File: src/rtl/lcd_pkg.sv
// Shared types and constants for the LCD command scheduler: FSM states,
// the command payload and the HD44780 power-up command list.
package lcd_pkg;

  typedef enum logic [2:0] {
    POR_WAIT,
    INIT_ISSUE,
    XFER,
    GAP,
    IDLE
  } state_t;

  typedef struct packed {
    logic       rs;
    logic [7:0] data;
  } lcd_cmd_t;

  localparam logic [7:0] CMD_CLEAR  = 8'h01;
  localparam logic [7:0] CMD_HOME   = 8'h02;
  localparam logic [7:0] FUNC_SET   = 8'h38;
  localparam logic [7:0] DISP_ON    = 8'h0C;
  localparam logic [7:0] ENTRY_MODE = 8'h06;

  localparam int unsigned INIT_LEN = 6;

  // Entry 0 is the first command sent after the power-on wait.
  localparam logic [INIT_LEN-1:0][7:0] INIT_ROM = {
    ENTRY_MODE, CMD_CLEAR, DISP_ON, FUNC_SET, FUNC_SET, FUNC_SET
  };

  // Clear and home are the slow HD44780 instructions needing the long gap.
  function automatic logic is_slow_cmd(input lcd_cmd_t c);
    return !c.rs && ((c.data == CMD_CLEAR) || (c.data == CMD_HOME));
  endfunction

endpackage

File: src/rtl/rr_arbiter.sv
// Pointer-based round-robin arbiter: grants the lowest requester strictly
// after the last winner, wrapping; the pointer moves only on update.
module rr_arbiter #(
  parameter int unsigned NREQ = 2
) (
  input  logic                    clk,
  input  logic                    reset,
  input  logic [NREQ-1:0]         req,
  input  logic                    update,
  output logic [NREQ-1:0]         grant_c,
  output logic [$clog2(NREQ)-1:0] grant_idx_c,
  output logic                    any_c
);

  localparam int unsigned PW = $clog2(NREQ);

  logic [PW-1:0] ptr;
  logic [PW-1:0] hi_idx;
  logic [PW-1:0] lo_idx;
  logic          hi_found;
  logic          lo_found;

  // Search above the pointer first, then wrap to the bottom.
  always_comb begin
    hi_idx   = '0;
    lo_idx   = '0;
    hi_found = 1'b0;
    lo_found = 1'b0;
    for (int i = 0; i < NREQ; i++) begin
      if (req[i] && !hi_found && (PW'(i) > ptr)) begin
        hi_idx   = PW'(i);
        hi_found = 1'b1;
      end
      if (req[i] && !lo_found && (PW'(i) <= ptr)) begin
        lo_idx   = PW'(i);
        lo_found = 1'b1;
      end
    end
    any_c       = hi_found | lo_found;
    grant_idx_c = hi_found ? hi_idx : lo_idx;
    grant_c     = '0;
    grant_c[grant_idx_c] = any_c;
  end

  always_ff @(posedge clk or posedge reset) begin
    if (reset) begin
      ptr <= PW'(NREQ - 1);
    end else if (update && any_c) begin
      ptr <= grant_idx_c;
    end
  end

endmodule

File: src/rtl/lcd_cmd_scheduler.sv
// Owns the single send_FSM channel: power-on wait, fixed init list, then
// round-robin service of requesters with per-command LCD execution gaps.
module lcd_cmd_scheduler
  import lcd_pkg::*;
#(
  parameter int unsigned NREQ       = 2,
  parameter int unsigned POR_CYCLES = 20000,
  parameter int unsigned CMD_GAP    = 50,
  parameter int unsigned CLR_GAP    = 2000
) (
  input  logic              clk,
  input  logic              reset,
  input  logic [NREQ-1:0]   req,
  input  logic [NREQ-1:0]   req_rs,
  input  logic [8*NREQ-1:0] req_data,
  output logic [NREQ-1:0]   ack,
  output logic              dataReady,
  output logic              RSin,
  output logic              RWin,
  output logic [7:0]        dataIn,
  input  logic              dataDone,
  output logic              init_done,
  output logic              busy
);

  localparam int unsigned MAX_CNT = (POR_CYCLES > CLR_GAP) ? POR_CYCLES : CLR_GAP;
  localparam int unsigned CW      = $clog2(MAX_CNT) + 1;
  localparam int unsigned PW      = $clog2(NREQ);
  localparam int unsigned IW      = $clog2(INIT_LEN);

  state_t          state, state_d;
  logic [CW-1:0]   cnt, cnt_d;
  logic [IW-1:0]   init_idx, init_idx_d;
  logic [PW-1:0]   owner, owner_d;
  logic            owner_vld, owner_vld_d;
  lcd_cmd_t        cmd, cmd_d;
  logic            dr_d;
  logic [NREQ-1:0] ack_d;
  logic            init_done_d;
  logic            busy_d;

  logic            arb_update_c;
  logic [NREQ-1:0] grant_c;
  logic [PW-1:0]   grant_idx_c;
  logic            any_c;
  lcd_cmd_t        sel_cmd_c;
  logic [CW-1:0]   gap_last_c;

  rr_arbiter #(
    .NREQ(NREQ)
  ) u_arb (
    .clk        (clk),
    .reset      (reset),
    .req        (req),
    .update     (arb_update_c),
    .grant_c    (grant_c),
    .grant_idx_c(grant_idx_c),
    .any_c      (any_c)
  );

  assign RWin   = 1'b0;
  assign RSin   = cmd.rs;
  assign dataIn = cmd.data;

  // Byte and RS of the winning requester.
  always_comb begin
    sel_cmd_c = '0;
    for (int i = 0; i < NREQ; i++) begin
      if (grant_c[i]) begin
        sel_cmd_c.rs   = req_rs[i];
        sel_cmd_c.data = req_data[8*i +: 8];
      end
    end
  end

  assign gap_last_c = is_slow_cmd(cmd) ? CW'(CLR_GAP - 1) : CW'(CMD_GAP - 1);

  always_comb begin
    state_d      = state;
    cnt_d        = cnt;
    init_idx_d   = init_idx;
    owner_d      = owner;
    owner_vld_d  = owner_vld;
    cmd_d        = cmd;
    dr_d         = dataReady;
    ack_d        = '0;
    init_done_d  = init_done;
    arb_update_c = 1'b0;

    case (state)
      POR_WAIT: begin
        if (cnt == CW'(POR_CYCLES - 1)) begin
          cnt_d      = '0;
          init_idx_d = '0;
          state_d    = INIT_ISSUE;
        end else begin
          cnt_d = cnt + CW'(1);
        end
      end
      INIT_ISSUE: begin
        cmd_d.rs    = 1'b0;
        cmd_d.data  = INIT_ROM[init_idx];
        owner_vld_d = 1'b0;
        dr_d        = 1'b1;
        state_d     = XFER;
      end
      XFER: begin
        if (dataDone) begin
          dr_d    = 1'b0;
          cnt_d   = '0;
          state_d = GAP;
          if (owner_vld) begin
            ack_d[owner] = 1'b1;
          end
        end
      end
      GAP: begin
        if (cnt == gap_last_c) begin
          cnt_d = '0;
          if (init_done) begin
            state_d = IDLE;
          end else if (init_idx == IW'(INIT_LEN - 1)) begin
            init_done_d = 1'b1;
            state_d     = IDLE;
          end else begin
            init_idx_d = init_idx + IW'(1);
            state_d    = INIT_ISSUE;
          end
        end else begin
          cnt_d = cnt + CW'(1);
        end
      end
      IDLE: begin
        if (any_c) begin
          arb_update_c = 1'b1;
          owner_d      = grant_idx_c;
          owner_vld_d  = 1'b1;
          cmd_d        = sel_cmd_c;
          dr_d         = 1'b1;
          state_d      = XFER;
        end
      end
      default: begin
        state_d = POR_WAIT;
      end
    endcase

    busy_d = (state_d != IDLE);
  end

  always_ff @(posedge clk or posedge reset) begin
    if (reset) begin
      state     <= POR_WAIT;
      cnt       <= '0;
      init_idx  <= '0;
      owner     <= '0;
      owner_vld <= 1'b0;
      cmd       <= '0;
      dataReady <= 1'b0;
      ack       <= '0;
      init_done <= 1'b0;
      busy      <= 1'b1;
    end else begin
      state     <= state_d;
      cnt       <= cnt_d;
      init_idx  <= init_idx_d;
      owner     <= owner_d;
      owner_vld <= owner_vld_d;
      cmd       <= cmd_d;
      dataReady <= dr_d;
      ack       <= ack_d;
      init_done <= init_done_d;
      busy      <= busy_d;
    end
  end

endmodule

File: config.mk
export PLATFORM = sky130hd
export DESIGN_NAME = lcd_cmd_scheduler
export DESIGN_NICKNAME = d
export VERILOG_FILES = /design/src/rtl/lcd_pkg.sv /design/src/rtl/rr_arbiter.sv /design/src/rtl/lcd_cmd_scheduler.sv
export SDC_FILE = /design/constraint.sdc
export NUM_CORES = 1
export LEC_CHECK = 0
export CORE_MARGIN = 2
export CORE_UTILIZATION = 29
export CTS_BUF_LIST = sky130_fd_sc_hd__clkbuf_4 sky130_fd_sc_hd__clkbuf_8
export DETAILED_ROUTE_END_ITERATION = 8
export GPL_TIMING_DRIVEN = 0
export SLEW_MARGIN = 20
export SYNTH_ARGS = -nofsm -noshare
export SYNTH_HDL_FRONTEND = slang
export SYNTH_SLANG_ARGS = --single-unit
File: constraint.sdc
create_clock -name clk -period 4.5 [get_ports clk]
set_input_delay 0.9 -clock clk [delete_from_list [all_inputs] [get_ports clk]]
set_output_delay 0.9 -clock clk [all_outputs]
set_load 0.1 [all_outputs]
======== Yosys cells after proc, flatten, opt, wreduce, memory -nomap -nowiden ========
Memories as Yosys holds them, arrays and structs flattened.
Index checks and enable logic that the tools add are counted.
storage, ports and cells
  ROM bits ................................ 64
  logic and storage cells ................. 111
  memories ................................ 1
  input bits .............................. 23
  flip-flop bits (word level) ............. 39
memories
  memory            depth  bits a word  read ports  clocked after Yosys merged registers in  write ports  line                      source
  (name not given)  8      8            1           0                                        0            lcd_cmd_scheduler.sv:102  cmd_d.data = INIT_ROM[init_idx];
operators by class
  reduce and logical (&&, ||, !) cells .... 25
  bitwise operators ....................... 2
  equality and inequality tests ........... 16
  multiplexer cells ....................... 44
  $lt $le $gt $ge ......................... 9
  add/sub/neg operators ................... 2
operator list
  kind                                                                           count
  16-bit 2-to-1 mux                                                              3
  16-bit one-hot mux with 3 select lines                                         1
  3-bit 2-to-1 mux                                                               10
  9-bit 2-to-1 mux                                                               3
  9-bit one-hot mux with 2 select lines                                          1
  16-bit by 1-bit adder with 16-bit output (second input constant)               1
  16-bit by 11-bit == test with 1-bit output                                     1
  16-bit by 15-bit == test with 1-bit output (second input constant)             1
  1-bit 2-to-1 mux                                                               15
  3-bit one-hot mux with 5 select lines                                          1
  11-bit 2-to-1 mux                                                              1
  1-bit logical AND                                                              10
  2-bit inequality test (second input constant)                                  5
  8-bit by 1-bit == test with 1-bit output (second input constant)               1
  8-bit by 2-bit == test with 1-bit output (second input constant)               1
  8-bit 2-to-1 mux                                                               1
  2-bit AND reduction                                                            4
  3-bit by 2-bit == test with 1-bit output (second input constant)               2
  3-bit == test (second input constant)                                          2
  2-bit 2-to-1 mux                                                               3
  3-bit one-hot mux with 2 select lines                                          1
  3-bit nonzero test                                                             2
  5-bit AND reduction                                                            1
  1-bit by 2-bit less-than comparator with 1-bit output (second input constant)  2
  18 further kinds                                                               25

======== Depth between registers and ports, before layout ========
Gate-level depths: netlist of the first run.
  word-level depth ........................ 17
  mapped depth ............................ 7

======== Cells and area by module ========
From an unflattened synthesis of the first run, not the netlist that was laid out.
second synthesis, totals
  cell total of the unflattened synthesis .. 227
  area total of the unflattened synthesis .. 2182.1 um2
by module, submodules not included
  module             cells each  area each (um2)  times used
  lcd_cmd_scheduler  218         2108.3           1
  rr_arbiter         9           73.8             1

======== Least setup slack after synthesis of the first run ========
No wires, ideal clock.
  kind .................................... reg2reg
  start ................................... register cmd (netlist bit dataIn[1])
  end ..................................... register cnt[10]
  data required time ...................... 4423 ps
  cell stages (with the launch flop) ...... 7
  data arrival time ....................... 2027 ps
  path slack .............................. 2396 ps
  path through ............................ dfrtp_1 > xor2_1 > nand3_1 > mux2i_2 > o21ai_4 > buf_6 > a21oi_1
between the ends
  word-level cells in the longest chain between the ends .. 7
  elaborated cells on any way between the ends .. 8
  classes of those cells .................. eq/ne: 3; mux: 3; reduce/logical: 2
RTL lines
  element                                                                                                      line                      source
  start, declared                                                                                              lcd_cmd_scheduler.sv:36   lcd_cmd_t cmd, cmd_d;
  start signal, assigned                                                                                       lcd_cmd_scheduler.sv:169  cmd <= cmd_d;
  8-bit by 1-bit == test with 1-bit output / 8-bit by 2-bit == test with 1-bit output (equally long branches)  lcd_pkg.sv:33             return !c.rs && ((c.data == CMD_CLEAR) || (c.data == CMD_HOME));
  1-bit logical OR *                                                                                           lcd_pkg.sv:33
  1-bit logical AND *                                                                                          lcd_pkg.sv:33
  11-bit 2-to-1 mux *                                                                                          lcd_cmd_scheduler.sv:76   assign gap_last_c = is_slow_cmd(cmd) ? CW'(CLR_GAP - 1) : CW'(CMD_GAP - 1);
  16-bit by 11-bit == test with 1-bit output *                                                                 lcd_cmd_scheduler.sv:118  if (cnt == gap_last_c) begin
  16-bit 2-to-1 mux *                                                                                          lcd_cmd_scheduler.sv:118
  16-bit one-hot mux with 3 select lines *                                                                     lcd_cmd_scheduler.sv:90   case (state)
  end signal, assigned                                                                                         lcd_cmd_scheduler.sv:165  cnt <= cnt_d;
  end, declared                                                                                                lcd_cmd_scheduler.sv:32   logic [CW-1:0] cnt, cnt_d;
Mark *: on every way between the ends. The rest lies on a longest branch, timed or not.
A chain may end at the register's enable or synchronous reset.

======== Final worst setup path of the first run ========
  start ................................... register busy
  end ..................................... output port busy
RTL lines
  element                 line                      source
  start, declared         lcd_cmd_scheduler.sv:23   output logic busy
  start signal, assigned  lcd_cmd_scheduler.sv:173  busy <= busy_d;
No word-level cell between the ends.

==> impl_metrics.tcl, run 1 <==
set metrics [dict create \
    ys_ff_latch 39 \
    gr-total-overflow 0 \
    r2r_end "state[0]$_DFF_PP0_" \
    p_leak_uw 0.00115 \
    crit_fanout 1 \
    worstSetupPathType "flip-flop to primary output" \
    die-area_sq_um 8280 \
    r2r_setup_slack_ns 2.41 \
    ys_types 50 \
    antenna_left 0 \
    coreArea_sq_um 7290 \
    drc 0 \
    start_util 0.301 \
    hold_path_end "ack[0]$_DFF_PP0_" \
    critPathBufInv 1 \
    synth-seq-area-share 0.446 \
    vdd_drop_max_uv 176 \
    cts_tree "yes" \
    die_y_um 91.0 \
    worstSetupEndpointType "primary output" \
    insertion_delay_ns 0.30 \
    layout-drive-gt1-share 0.110 \
    hold-path-cell-count 1 \
    finalSetupTns_ns 0 \
    area_growth_pct 28.4 \
    rows 31 \
    layout.nets 299 \
    crit_chain "clkdlybuf4s50_1" \
    arrival_ns 1.96 \
    gp_congestion 0.762 \
    ys.flop_type "dfrtp_1" \
    fp.dieW_um 91.0 \
    hold_viol_final 0 \
    cts_hold_buf 0 \
    first_pass_iters 4 \
    htree_num_levels 2 \
    status "finished, final reports clean" \
    grtUsageTotal 0.128 \
    ys_async_sr_fraction 1.00 \
    vias 1788 \
    num_io_pins 38 \
    yosysWarnings 0 \
    fin_cells 372 \
    clkTransAtPathRegs_ns 0.08 \
    reg2regPathDepth 6 \
    worstMarginPinSlew_ns 0.998 \
    critical_path_required_ns 3.60 \
    routedWlPerCell_um 13.4 \
    worstHoldPathType "flip-flop to flip-flop" \
    worstSetupStartpointType "flip-flop" \
    cts_made_buffers 5 \
    timing.fmax_mhz 350 \
    skew_ns 0.00887 \
    synth-edff-count 0 \
    final_cell_mix "dfrtp_1, clkdlybuf4s50_1, nand2_1, a21oi_1, o21ai_0" \
    cts_setup_buffers 0 \
    grt_pass1_wl_mm 8.74 \
    relSlewSlack 0.333 \
    dp.cells 364 \
    clock-sinks 39 \
    io_buffers 36 \
    critPathTopFamily "buffers and inverters" \
    min_period_ns 2.86 \
    antenna_found_initial 0 \
    period_share 0.635 \
    diodes 0 \
    drv_cap 0 \
    finalMaxSlewViolations 0 \
    cts_root_buffer "clkbuf_8" \
    cts.path.max_buffers 2 \
    grt_max_degree 21 \
    drt_iter0_drc 105 \
    rr_startpoint "cnt[6]$_DFFE_PP0P_" \
    setup_viol_count_final 0 \
    syn-num-nets 255 \
    wl_mm 5.00 \
    grt_pass1_vias 1794 \
    post_synth.cell_area_avg_sq_um 9.63 \
    routed_via_density 4.81 \
    p_per_area_nw_per_um2 474 \
    final_common_cell "dfrtp_1" \
    dp_hpwl_mm 3.76 \
    cts_resized 0 \
    syn_area_sq_um 2190 \
    syn-instance-count 228 \
    cpPeakStageDelay_ns 1.14 \
    rsz0062_at_grt "false" \
    worstHoldStart "owner$_DFFE_PP0P_" \
    utilization 0.387 \
    cp_slowest_cell "clkdlybuf4s50_1" \
]
-- layout make-up --
cell class,instances,area (sq um)
inverters,8,30.0
clock buffers,5,68.8
fillers,765,4470
multi-input cells,171,1130
plain buffers,10,58.8
flip-flops and latches,39,978
clock inverters,3,43.8
repair buffers,37,388
well taps,99,124
-- worst max-delay path by stage --
stage | from | endpoint | depth (start not counted)
2_1_floorplan | dataIn[1]$_DFFE_PP0P_ | cnt[10]$_DFFE_PP0P_ | 6
3_3_place_gp | req[1] | dataIn[2]$_DFFE_PP0P_ | 7
3_5_place_dp | req[1] | dataIn[2]$_DFFE_PP0P_ | 7
4_1_cts | busy$_DFF_PP1_ | busy | 1
5_1_grt | busy$_DFF_PP1_ | busy | 1
6_report | busy$_DFF_PP1_ | busy | 1
-- stage by stage --
stage / total power, uW / hold slack (ns) / setup WS [ns] / cell area [sq um]
final: 1340 / 0.445 / 1.64 / 2820
after global routing: 1420 / 0.475 / 1.60 / 2820
after CTS: 1350 / 0.452 / 1.62 / 2820
after detailed placement: 1050 / 0.437 / 1.67 / 2710
after global placement: 1040 / 0.434 / 1.65 / 2680
after floorplan: 910 / 0.414 / 2.40 / 2190
-- synthesized netlist by cell type (4+ instances only) --
| master | n | area (sq um) |
|---|---|---|
| clkbuf_1 | 4 | 15.0 |
| a22oi_1 | 5 | 37.5 |
| ha_1 | 4 | 50.1 |
| xnor2_1 | 5 | 43.8 |
| o21ai_0 | 13 | 65.1 |
| a221oi_1 | 4 | 35.0 |
| xor2_1 | 11 | 96.3 |
| nor3_1 | 6 | 30.0 |
| inv_1 | 8 | 30.0 |
| a21oi_1 | 17 | 85.1 |
| nor2_1 | 12 | 45.0 |
| nor4_1 | 4 | 25.0 |
| dfrtp_1 | 37 | 926 |
| a31oi_1 | 4 | 25.0 |
| nand4_1 | 7 | 43.8 |
| nand2_1 | 20 | 75.1 |
| nand3_1 | 11 | 55.1 |
-- registers in the layout, indices dropped and copies added, names as in the netlist --
register	cells
cnt	16
dataIn	8
init_idx	3
state	3
ack	2
RSin	1
busy	1
dataReady	1
init_done	1
owner	1
owner_vld	1
u_arb.ptr	1
-- power breakdown --
part	leakage (uW)	internal [uW]	switching, uW
clock network	0.0000581	165	128
registers	0.000497	426	94.5
logic	0.000594	182	340
-- routing by layer --
layer | up-vias | GRT usage | wire length (um)
met1 | 846 | 0.178 | 2460
li1 | 917 | - | -
met4 | 0 | 0.0455 | 84
met5 | - | 0 | 0
met2 | 18 | 0.202 | 2340
met3 | 7 | 0.0224 | 111
-- cells by family after synthesis --
kind of cell	share of synthesized area
adder cells (fa/ha/maj)	0.0228
XOR/XNOR	0.0639
buffers and inverters	0.0405
other	0.00171
multiplexers	0.0302
AND/OR/NAND/NOR	0.206
AO/OA/AOI/OAI	0.189
flip-flops	0.446
No activity file was read; power rests on OpenSTA's default activity.
==> inputs of run 2 (changes only) <==
==> constraint.sdc (replaced) <==
create_clock -name clk -period 2.6 [get_ports clk]
set_input_delay 0.52 -clock clk [delete_from_list [all_inputs] [get_ports clk]]
set_output_delay 0.52 -clock clk [all_outputs]
set_load 0.1 [all_outputs]
==> results of run 2 <==
Same layout as run 1 (identical final DEF). Status: finished, final reports clean.
Main changes from that run: setup slack after placement 1.67 ns -> 0.146 ns; setup slack after layout 1.64 ns -> 0.122 ns; register-to-register setup slack 2.41 ns -> 0.51 ns; total power 1340 uW -> 2310 uW; worst IR drop on VDD 176 uV -> 305 uV
